### src/rtl/mem_port_arbiter.sv
`default_nettype none
// ============================================================================
//  Module      : mem_port_arbiter
//  Description : Shares one single-ported word memory between the instruction
//                fetch port and the load/store port of the multi-cycle core.
//                One backend transaction in flight at a time; requests are
//                latched at grant. Misaligned and out-of-range accesses are
//                acked with an error and never reach the backend.
//                Optional macro ARB_RR_EN selects round-robin tie breaking;
//                without it, data has fixed priority with a starvation guard
//                that hands the port to fetch after STARVE_MAX data grants.
//  Revision    : 1.0 - initial release
// ============================================================================
module mem_port_arbiter #(
  parameter int DEPTH      = 4096,
  parameter int STARVE_MAX = 4
) (
  input  logic                     clk,
  input  logic                     reset,
  // load/store port
  input  logic                     d_req,
  input  logic                     d_we,
  input  logic [31:0]              d_addr,
  input  logic [31:0]              d_wdata,
  output logic [31:0]              d_rdata,
  output logic                     d_ack,
  output logic                     d_err,
  // instruction fetch port
  input  logic                     i_req,
  input  logic [31:0]              i_addr,
  output logic [31:0]              i_rdata,
  output logic                     i_ack,
  output logic                     i_err,
  // memory backend
  output logic                     m_en,
  output logic                     m_we,
  output logic [$clog2(DEPTH)-1:0] m_addr,
  output logic [31:0]              m_wdata,
  input  logic [31:0]              m_rdata,
  input  logic                     m_done,
  // status
  output logic                     busy,
  output logic                     grant_i
);

  localparam int          ADDR_W     = $clog2(DEPTH);
  // First byte address past the end of memory, one bit wider than the bus so
  // the comparison stays correct even if DEPTH*4 reaches 2**32.
  localparam logic [32:0] BYTE_LIMIT = 33'(DEPTH) << 2;

  typedef enum logic [1:0] {
    S_IDLE  = 2'd0,
    S_ISSUE = 2'd1,
    S_WAIT  = 2'd2,
    S_RESP  = 2'd3
  } state_t;

  state_t      state;
  logic        txn_we;         // latched write flag of the owning transaction

  logic        d_ok;           // data request is aligned and in range
  logic        i_ok;           // fetch request is aligned and in range
  logic        fetch_wins_tie; // tie-break decision from the selected policy
  logic        pick_i;         // fetch is the port granted this cycle
  logic        sel_ok;         // the selected request may go to the backend
  logic [31:0] sel_addr;
  logic        grant_evt;      // a grant (valid or not) happens this cycle

  // --------------------------------------------------------------------------
  // Request checks: word alignment and byte range for each port
  // --------------------------------------------------------------------------
  always_comb begin
    d_ok = (d_addr[1:0] == 2'b00) && ({1'b0, d_addr} < BYTE_LIMIT);
    i_ok = (i_addr[1:0] == 2'b00) && ({1'b0, i_addr} < BYTE_LIMIT);
  end

  // --------------------------------------------------------------------------
  // Port selection: a lone requester always wins, ties go to the policy
  // --------------------------------------------------------------------------
  always_comb begin
    pick_i = 1'b0;
    if (i_req && !d_req) begin
      pick_i = 1'b1;
    end else if (i_req && d_req) begin
      pick_i = fetch_wins_tie;
    end
    sel_addr = pick_i ? i_addr : d_addr;
    sel_ok   = pick_i ? i_ok   : d_ok;
  end

  assign grant_evt = (state == S_IDLE) && (d_req || i_req);

`ifdef ARB_RR_EN
  // High when fetch should win the next tie. Starts low so data takes the
  // first tie after reset; flips to the other port on every grant, including
  // grants of invalid requests.
  logic rr_prio_i;

  // Round-robin pointer update on each grant
  always_ff @(posedge clk or negedge reset) begin
    if (!reset) begin
      rr_prio_i <= 1'b0;
    end else if (grant_evt) begin
      rr_prio_i <= ~pick_i;
    end
  end

  assign fetch_wins_tie = rr_prio_i;
`else
  localparam logic [3:0] STARVE_LIMIT = 4'(STARVE_MAX);

  // Number of consecutive data grants made while fetch was also waiting.
  logic [3:0] starve_cnt;

  // Starvation counter: count data grants that bypass a waiting fetch,
  // clear whenever fetch is granted
  always_ff @(posedge clk or negedge reset) begin
    if (!reset) begin
      starve_cnt <= 4'd0;
    end else if (grant_evt) begin
      if (pick_i) begin
        starve_cnt <= 4'd0;
      end else if (i_req && (starve_cnt != STARVE_LIMIT)) begin
        starve_cnt <= starve_cnt + 4'd1;
      end
    end
  end

  assign fetch_wins_tie = (starve_cnt == STARVE_LIMIT);
`endif

  // --------------------------------------------------------------------------
  // Transaction FSM: grant, one-cycle backend strobe, wait for completion,
  // one-cycle ack to the owner. Every output is driven from a register.
  // --------------------------------------------------------------------------
  always_ff @(posedge clk or negedge reset) begin
    if (!reset) begin
      state   <= S_IDLE;
      txn_we  <= 1'b0;
      busy    <= 1'b0;
      grant_i <= 1'b0;
      m_en    <= 1'b0;
      m_we    <= 1'b0;
      m_addr  <= '0;
      m_wdata <= 32'h0;
      d_rdata <= 32'h0;
      d_ack   <= 1'b0;
      d_err   <= 1'b0;
      i_rdata <= 32'h0;
      i_ack   <= 1'b0;
      i_err   <= 1'b0;
    end else begin
      // strobes and acks are single-cycle pulses
      m_en  <= 1'b0;
      m_we  <= 1'b0;
      d_ack <= 1'b0;
      i_ack <= 1'b0;

      case (state)
        S_IDLE: begin
          if (d_req || i_req) begin
            busy    <= 1'b1;
            grant_i <= pick_i;
            txn_we  <= ~pick_i & d_we;
            if (sel_ok) begin
              // Latch everything the backend needs so later input changes
              // on the requesting port cannot disturb the transaction.
              state   <= S_ISSUE;
              m_en    <= 1'b1;
              m_we    <= ~pick_i & d_we;
              m_addr  <= sel_addr[ADDR_W+1:2];
              m_wdata <= pick_i ? 32'h0 : d_wdata;
            end else begin
              // Bad address: answer straight away, backend stays quiet.
              state <= S_RESP;
              if (pick_i) begin
                i_ack   <= 1'b1;
                i_err   <= 1'b1;
                i_rdata <= 32'h0;
              end else begin
                d_ack   <= 1'b1;
                d_err   <= 1'b1;
                d_rdata <= 32'h0;
              end
            end
          end
        end

        S_ISSUE: begin
          // m_done cannot legally arrive while the strobe is up.
          state <= S_WAIT;
        end

        S_WAIT: begin
          if (m_done) begin
            state <= S_RESP;
            if (grant_i) begin
              i_ack   <= 1'b1;
              i_err   <= 1'b0;
              i_rdata <= m_rdata;
            end else begin
              d_ack   <= 1'b1;
              d_err   <= 1'b0;
              // stores return zero rather than whatever the backend drives
              d_rdata <= txn_we ? 32'h0 : m_rdata;
            end
          end
        end

        S_RESP: begin
          // Ack pulse ends here; return data and error only live with it.
          state   <= S_IDLE;
          busy    <= 1'b0;
          d_rdata <= 32'h0;
          d_err   <= 1'b0;
          i_rdata <= 32'h0;
          i_err   <= 1'b0;
        end

        default: begin
          state <= S_IDLE;
          busy  <= 1'b0;
        end
      endcase
    end
  end

endmodule
`default_nettype wire

### config.mk
export PLATFORM = sky130hd
export DESIGN_NAME = mem_port_arbiter
export DESIGN_NICKNAME = d
export VERILOG_FILES = /design/src/rtl/mem_port_arbiter.sv
export SDC_FILE = /design/constraint.sdc
export NUM_CORES = 1
export LEC_CHECK = 0
export CAP_MARGIN = 15
export CORE_AREA = 2 2 119 121
export DETAILED_ROUTE_END_ITERATION = 6
export DIE_AREA = 0 0 121 123
export PLACE_DENSITY_LB_ADDON = 0.1
export SLEW_MARGIN = 20
export SYNTH_ARGS = -nofsm -noshare
export SYNTH_HDL_FRONTEND = slang
export SYNTH_SLANG_ARGS = --single-unit
### constraint.sdc
create_clock -name clk -period 3 [get_ports clk]
set_clock_uncertainty 0.15 [all_clocks]
set_input_delay 0.6 -clock clk [delete_from_list [all_inputs] [get_ports clk]]
set_output_delay 0.6 -clock clk [all_outputs]
set_load 0.1 [all_outputs]
Word level (Yosys, flattened, before mapping)
Index checks and enable logic that the tools add are counted.
- add/subtract/negate cells: 1
- $lt $le $gt $ge: 2
- equality and inequality tests: 12
- muxes and demuxes: 56
- bitwise operators: 2
- reductions and logical operators: 21
- operator list (operator ; number):
    $mux W32 ; 12
    $pmux W32 S3 ; 2
    $lt A32 B15 Y1 const B ; 2
    $mux W1 ; 30
    $mux W14 ; 1
    $ne A2 B2 Y1 const B ; 6
    $reduce_and A6 Y1 ; 2
    $mux W4 ; 2
    $pmux W2 S4 ; 1
    $reduce_and A2 Y1 ; 4
    $logic_and A1 B1 Y1 ; 6
    $logic_not A2 Y1 ; 3
    $mux W2 ; 3
    $pmux W1 S2 ; 3
    $pmux W1 S3 ; 2
    $add A4 B1 Y4 const B ; 1
    $eq A2 B2 Y1 const B ; 2
    $eq A4 B3 Y1 const B ; 1
    $ne A4 B3 Y1 const B ; 1
    $reduce_bool A2 Y1 ; 2
    $reduce_and A3 Y1 ; 1
    $reduce_bool A3 Y1 ; 1
    $eq A2 B1 Y1 const B ; 1
    $ne A2 B1 Y1 const B ; 1
    other kinds (4) ; 4
- flip-flop bits (word level): 123
- input bits: 134
- output and inout port bits: 116
- word-level logic and storage cells: 109

Longest topological paths before layout
- depth in word-level cells: 8
- mapped depth: 8

Worst setup path before layout
No wires, ideal clock.
- path kind: register -> register
- start: reg grant_i
- end: reg i_rdata[22]
- data arrival time: 2.127 ns
- data required time: 2.722 ns
- slack: 0.595 ns
- cell stages (with the launch flop): 5
- path buffers: 1
- cells stage by stage: dfrtp_1 -> inv_1 -> a221oi_4 -> buf_4 -> mux2_1
- cells in the longest elaborated chain, start to end: 2
- ends and longest elaborated chain (element ; line ; text):
    from (decl) ; 43 ; output logic grant_i
    from (signal assigned) ; 163 ; grant_i <= pick_i;
    $ne A2 B2 Y1 (no source line) ; -- ;
    $reduce_and A6 Y1 (no source line) ; -- ;
    to (signal assigned) ; 200 ; i_rdata <= m_rdata;
    to (decl) ; 31 ; output logic [31:0] i_rdata,
No other way between the ends.
A chain may end at the register's enable or synchronous reset.

Final worst setup path
- start: in i_addr[30]
- end: reg m_addr[2]
- cells in the longest elaborated chain, start to end: 4
- ends and longest elaborated chain (element ; line ; text):
    from (decl) ; 30 ; input logic [31:0] i_addr,
    $lt A32 B15 Y1 ; 74 ; i_ok = (i_addr[1:0] == 2'b00) && ({1'b0, i_addr} < BYTE_LIMIT);
    $logic_and A1 B1 Y1 ; 74 ;
    $mux W1 ; 88 ; sel_ok = pick_i ? i_ok : d_ok;
    $reduce_and A3 Y1 (no source line) ; -- ;
    to (signal assigned) ; 171 ; m_addr <= sel_addr[ADDR_W+1:2];
    to (decl) ; 37 ; output logic [$clog2(DEPTH)-1:0] m_addr,
No other way between the ends.

==> metrics <==
global-route wire length before repair=25170 um; syn avg cell area=11.46 um2; count of yosys warnings during synthesis=0; CTS tree=yes; via count of the first global-routing pass=5103; Worst Max-Slew Pin Slew=657.2 ps; worst skew pair latency=420 ps; list of cells traversed by the critical path=clkdlybuf4s50_1 > nor4_1 > nand3_1 > or3_1 > a21oi_4 > buf_12 > mux2_2; leakage power total=4.170 nW; number of antenna violations at the first check in global routing=0; die footprint=14880 um2; Synth cell types=42; share of async-settable or async-resettable flops after synthesis=1.000; NumNets Final=895; Die Height=123 um; clock transition at the registers of the reported paths=50 ps; share of power burned in registers=0.240; maximum number of pins on one net before global-route repair=47; count of antenna-violating nets left after detailed routing=0; Crit Path Class=in -> reg; Post-Layout Cell Count=948; Mapped Area=5718 um2; number of synthesized register bits=123; final number of max-transition violations=0; top library cells by usage in the layout, fill and taps aside=sky130_fd_sc_hd__clkdlybuf4s50_1 (132), sky130_fd_sc_hd__buf_4 (131), sky130_fd_sc_hd__dfrtp_1 (123); initial core utilization=0.4201; most used flip-flop cell after synthesis=sky130_fd_sc_hd__dfrtp_1; total of cells resized after clock tree synthesis=0; number of iterations in the first detailed-routing pass=4; Final Hold Vio Count=0; aggregate global routing overflow=0; clock buffers created by TritonCTS=17; Area growth syn-to-layout=54.00%; final period utilization=0.8298; final setup violating endpoints=0; max-cap violation count=0; reg-to-reg slack, setup=560 ps; switching power share of the total=0.4874; arrival time at the worst endpoint=2640 ps; buffers added on ports=249; # Post-CTS Setup Buffers=0; cell types occupying the most area after synthesis=sky130_fd_sc_hd__dfrtp_1 (54%), sky130_fd_sc_hd__mux2_2 (7.1%), sky130_fd_sc_hd__o2bb2ai_1 (4.9%); Seq/Total Area, Yosys=0.5383; cell count after synthesis=499; number of enable flip-flop cells after synthesis=0; # fillers=1121; number of placed instances, taps included=916; startpoint type of the worst setup path=input port; Boundary Pins=250; layout cells sized above 1=0.2865; Hold Crit Class=in -> async; Root Buffer Master=sky130_fd_sc_hd__clkbuf_16; RSZ-0062 raised after global routing=no; hold bufs inserted after CTS=0; Detailed Route WL=15760 um; maximum vdd ir drop=422.4 uV; combinational share of power=0.543; post-detail-place hpwl=11140 um; nets in the synthesized netlist=639; final RePlAce weighted congestion=0.7863; final worst path period need=2489 ps; internal power summed over all cells=4.996 mW; sum of negative setup slack=0 ps; post-synthesis cell type with the largest combined area=sky130_fd_sc_hd__dfrtp_1; number of H-tree levels=4; Slew Limit Headroom=0.5619; Worst Path Required=3150 ps; clock power share=0.217; total number of vias=4754; most common library cell in the layout ignoring fill and taps=sky130_fd_sc_hd__clkdlybuf4s50_1; status=finished, final reports clean; total global-route track usage=0.2188; width of the die=121 um; average vias per placed instance=5.015; fraction of post-synthesis cell area in the top cell type by area=0.5383; P per Cell Area=1107 nW/um2; drc violations=0; standard cell with the maximum stage delay on the critical path=sky130_fd_sc_hd__clkdlybuf4s50_1; standard-cell row count=43; stage delay of the slowest cell on the critical path=430 ps; Achievable Freq=0.4017 GHz; Initial DRC Count=350; Max Buffers Root-to-Sink=2; sw power=4.751 mW; total inserted antenna cells=0; Core ar.=13610 um2; TritonCTS sink count=123; maximum fanout along the worst path=13; WL/cell=16.62 um; sort of element at the end of the critical path=register
## worst paths after layout
path	start	endpoint	depth (start not counted)
max reg2reg	starve_cnt[0]$_DFFE_PN0P_	m_addr[2]$_DFFE_PN0P_	8
min reg2reg	i_rdata[19]$_DFFE_PN0P_	i_rdata[19]$_DFFE_PN0P_	1
min	reset	d_rdata[14]$_DFFE_PN0P_	1
max	i_addr[30]	m_addr[2]$_DFFE_PN0P_	7
max in group asynchronous	reset	i_rdata[27]$_DFFE_PN0P_	2
min in group clk	i_rdata[19]$_DFFE_PN0P_	i_rdata[19]$_DFFE_PN0P_	1
## logic make-up (layout without fill, tap and decap cells)
kind of cell	after synthesis	after routing	synth area share
AND/OR/NAND/NOR	151	151	0.1252
flip-flops	123	123	0.5383
AO/OA/AOI/OAI	86	86	0.1228
multiplexers	78	78	0.1560
buffers and inverters	55	324	0.04464
adder cells (fa/ha/maj)	6	6	0.01313
## power by group through the flow
stage          Sequential [mW]  Clock [mW]  Combinational [mW]
6_report                  2.34        2.11                5.29
5_1_grt                   2.39        2.24                5.56
4_1_cts                   2.34        2.16                5.35
3_5_place_dp              2.36           0                5.33
3_3_place_gp              2.35           0                5.27
2_1_floorplan             4.80           0                1.61
## registers in the layout (all words and copies together), names as in the netlist, 2 cells and up
signal      cells
d_rdata        32
i_rdata        32
m_addr         12
m_wdata        32
starve_cnt      4
state           2
## metrics by stage
| stage | util | instance area, um2 | worst slack, ps | hold slack, ps | power [mW] |
|---|---|---|---|---|---|
| after floorplan | - | 5718 | 595.0 | 154.4 | 6.408 |
| after global placement | 0.6016 | 8189 | 86.69 | 320.7 | 7.614 |
| after detailed placement | 0.6016 | 8189 | 62.75 | 328.4 | 7.695 |
| after CTS | 0.6469 | 8806 | 504.6 | 40.62 | 9.855 |
| after global routing | 0.6469 | 8806 | 310.2 | 66.66 | 10.19 |
| final | 0.6469 | 8806 | 510.7 | 30.52 | 9.748 |
## critical path: cells and delay by family
family	cells	cell delay (ps)
buffers and inverters	2	600
multiplexers	1	340
AND/OR/NAND/NOR	3	890
AO/OA/AOI/OAI	1	190
## Yosys cell counts (2+ instances only)
cell and n:
sky130_fd_sc_hd__o21ai_1 2, sky130_fd_sc_hd__nand2_1 68, sky130_fd_sc_hd__mux2_1 17, sky130_fd_sc_hd__nor2b_1 17, sky130_fd_sc_hd__nor4_1 10, sky130_fd_sc_hd__mux2_2 36, sky130_fd_sc_hd__buf_2 3, sky130_fd_sc_hd__mux2i_1 16
sky130_fd_sc_hd__buf_4 3, sky130_fd_sc_hd__nand3_1 5, sky130_fd_sc_hd__nand2b_1 2, sky130_fd_sc_hd__buf_6 3, sky130_fd_sc_hd__a22oi_1 32, sky130_fd_sc_hd__o21ai_0 8, sky130_fd_sc_hd__ha_1 6, sky130_fd_sc_hd__nor2_1 25
sky130_fd_sc_hd__clkbuf_1 20, sky130_fd_sc_hd__and2_1 17, sky130_fd_sc_hd__dfrtp_1 123, sky130_fd_sc_hd__mux2_4 9, sky130_fd_sc_hd__inv_1 24, sky130_fd_sc_hd__o2bb2ai_1 32, sky130_fd_sc_hd__o21ai_2 2
## area by class of cell
class / count / area (um2) / share of cell area
Sequential cell: 123 / 3078 / 0.3495
Timing Repair Buffer: 268 / 2405 / 0.2731
Multi-Input combinational cell: 321 / 2391 / 0.2715
Clock buffer: 26 / 509.2 / 0.05783
Tap cell: 180 / 225.2 / 0.02558
Clock inverter: 6 / 107.6 / 0.01222
Inverter: 24 / 90.09 / 0.01023
## per-layer routing
metal,wire length (um),vias up,track usage
met5,0,-,0
met4,351,0,0.09302
met3,1124,24,0.05858
met2,8044,189,0.3810
met1,6238,2282,0.2552
li1,-,2259,-
Power figures use the tool's default switching activity.
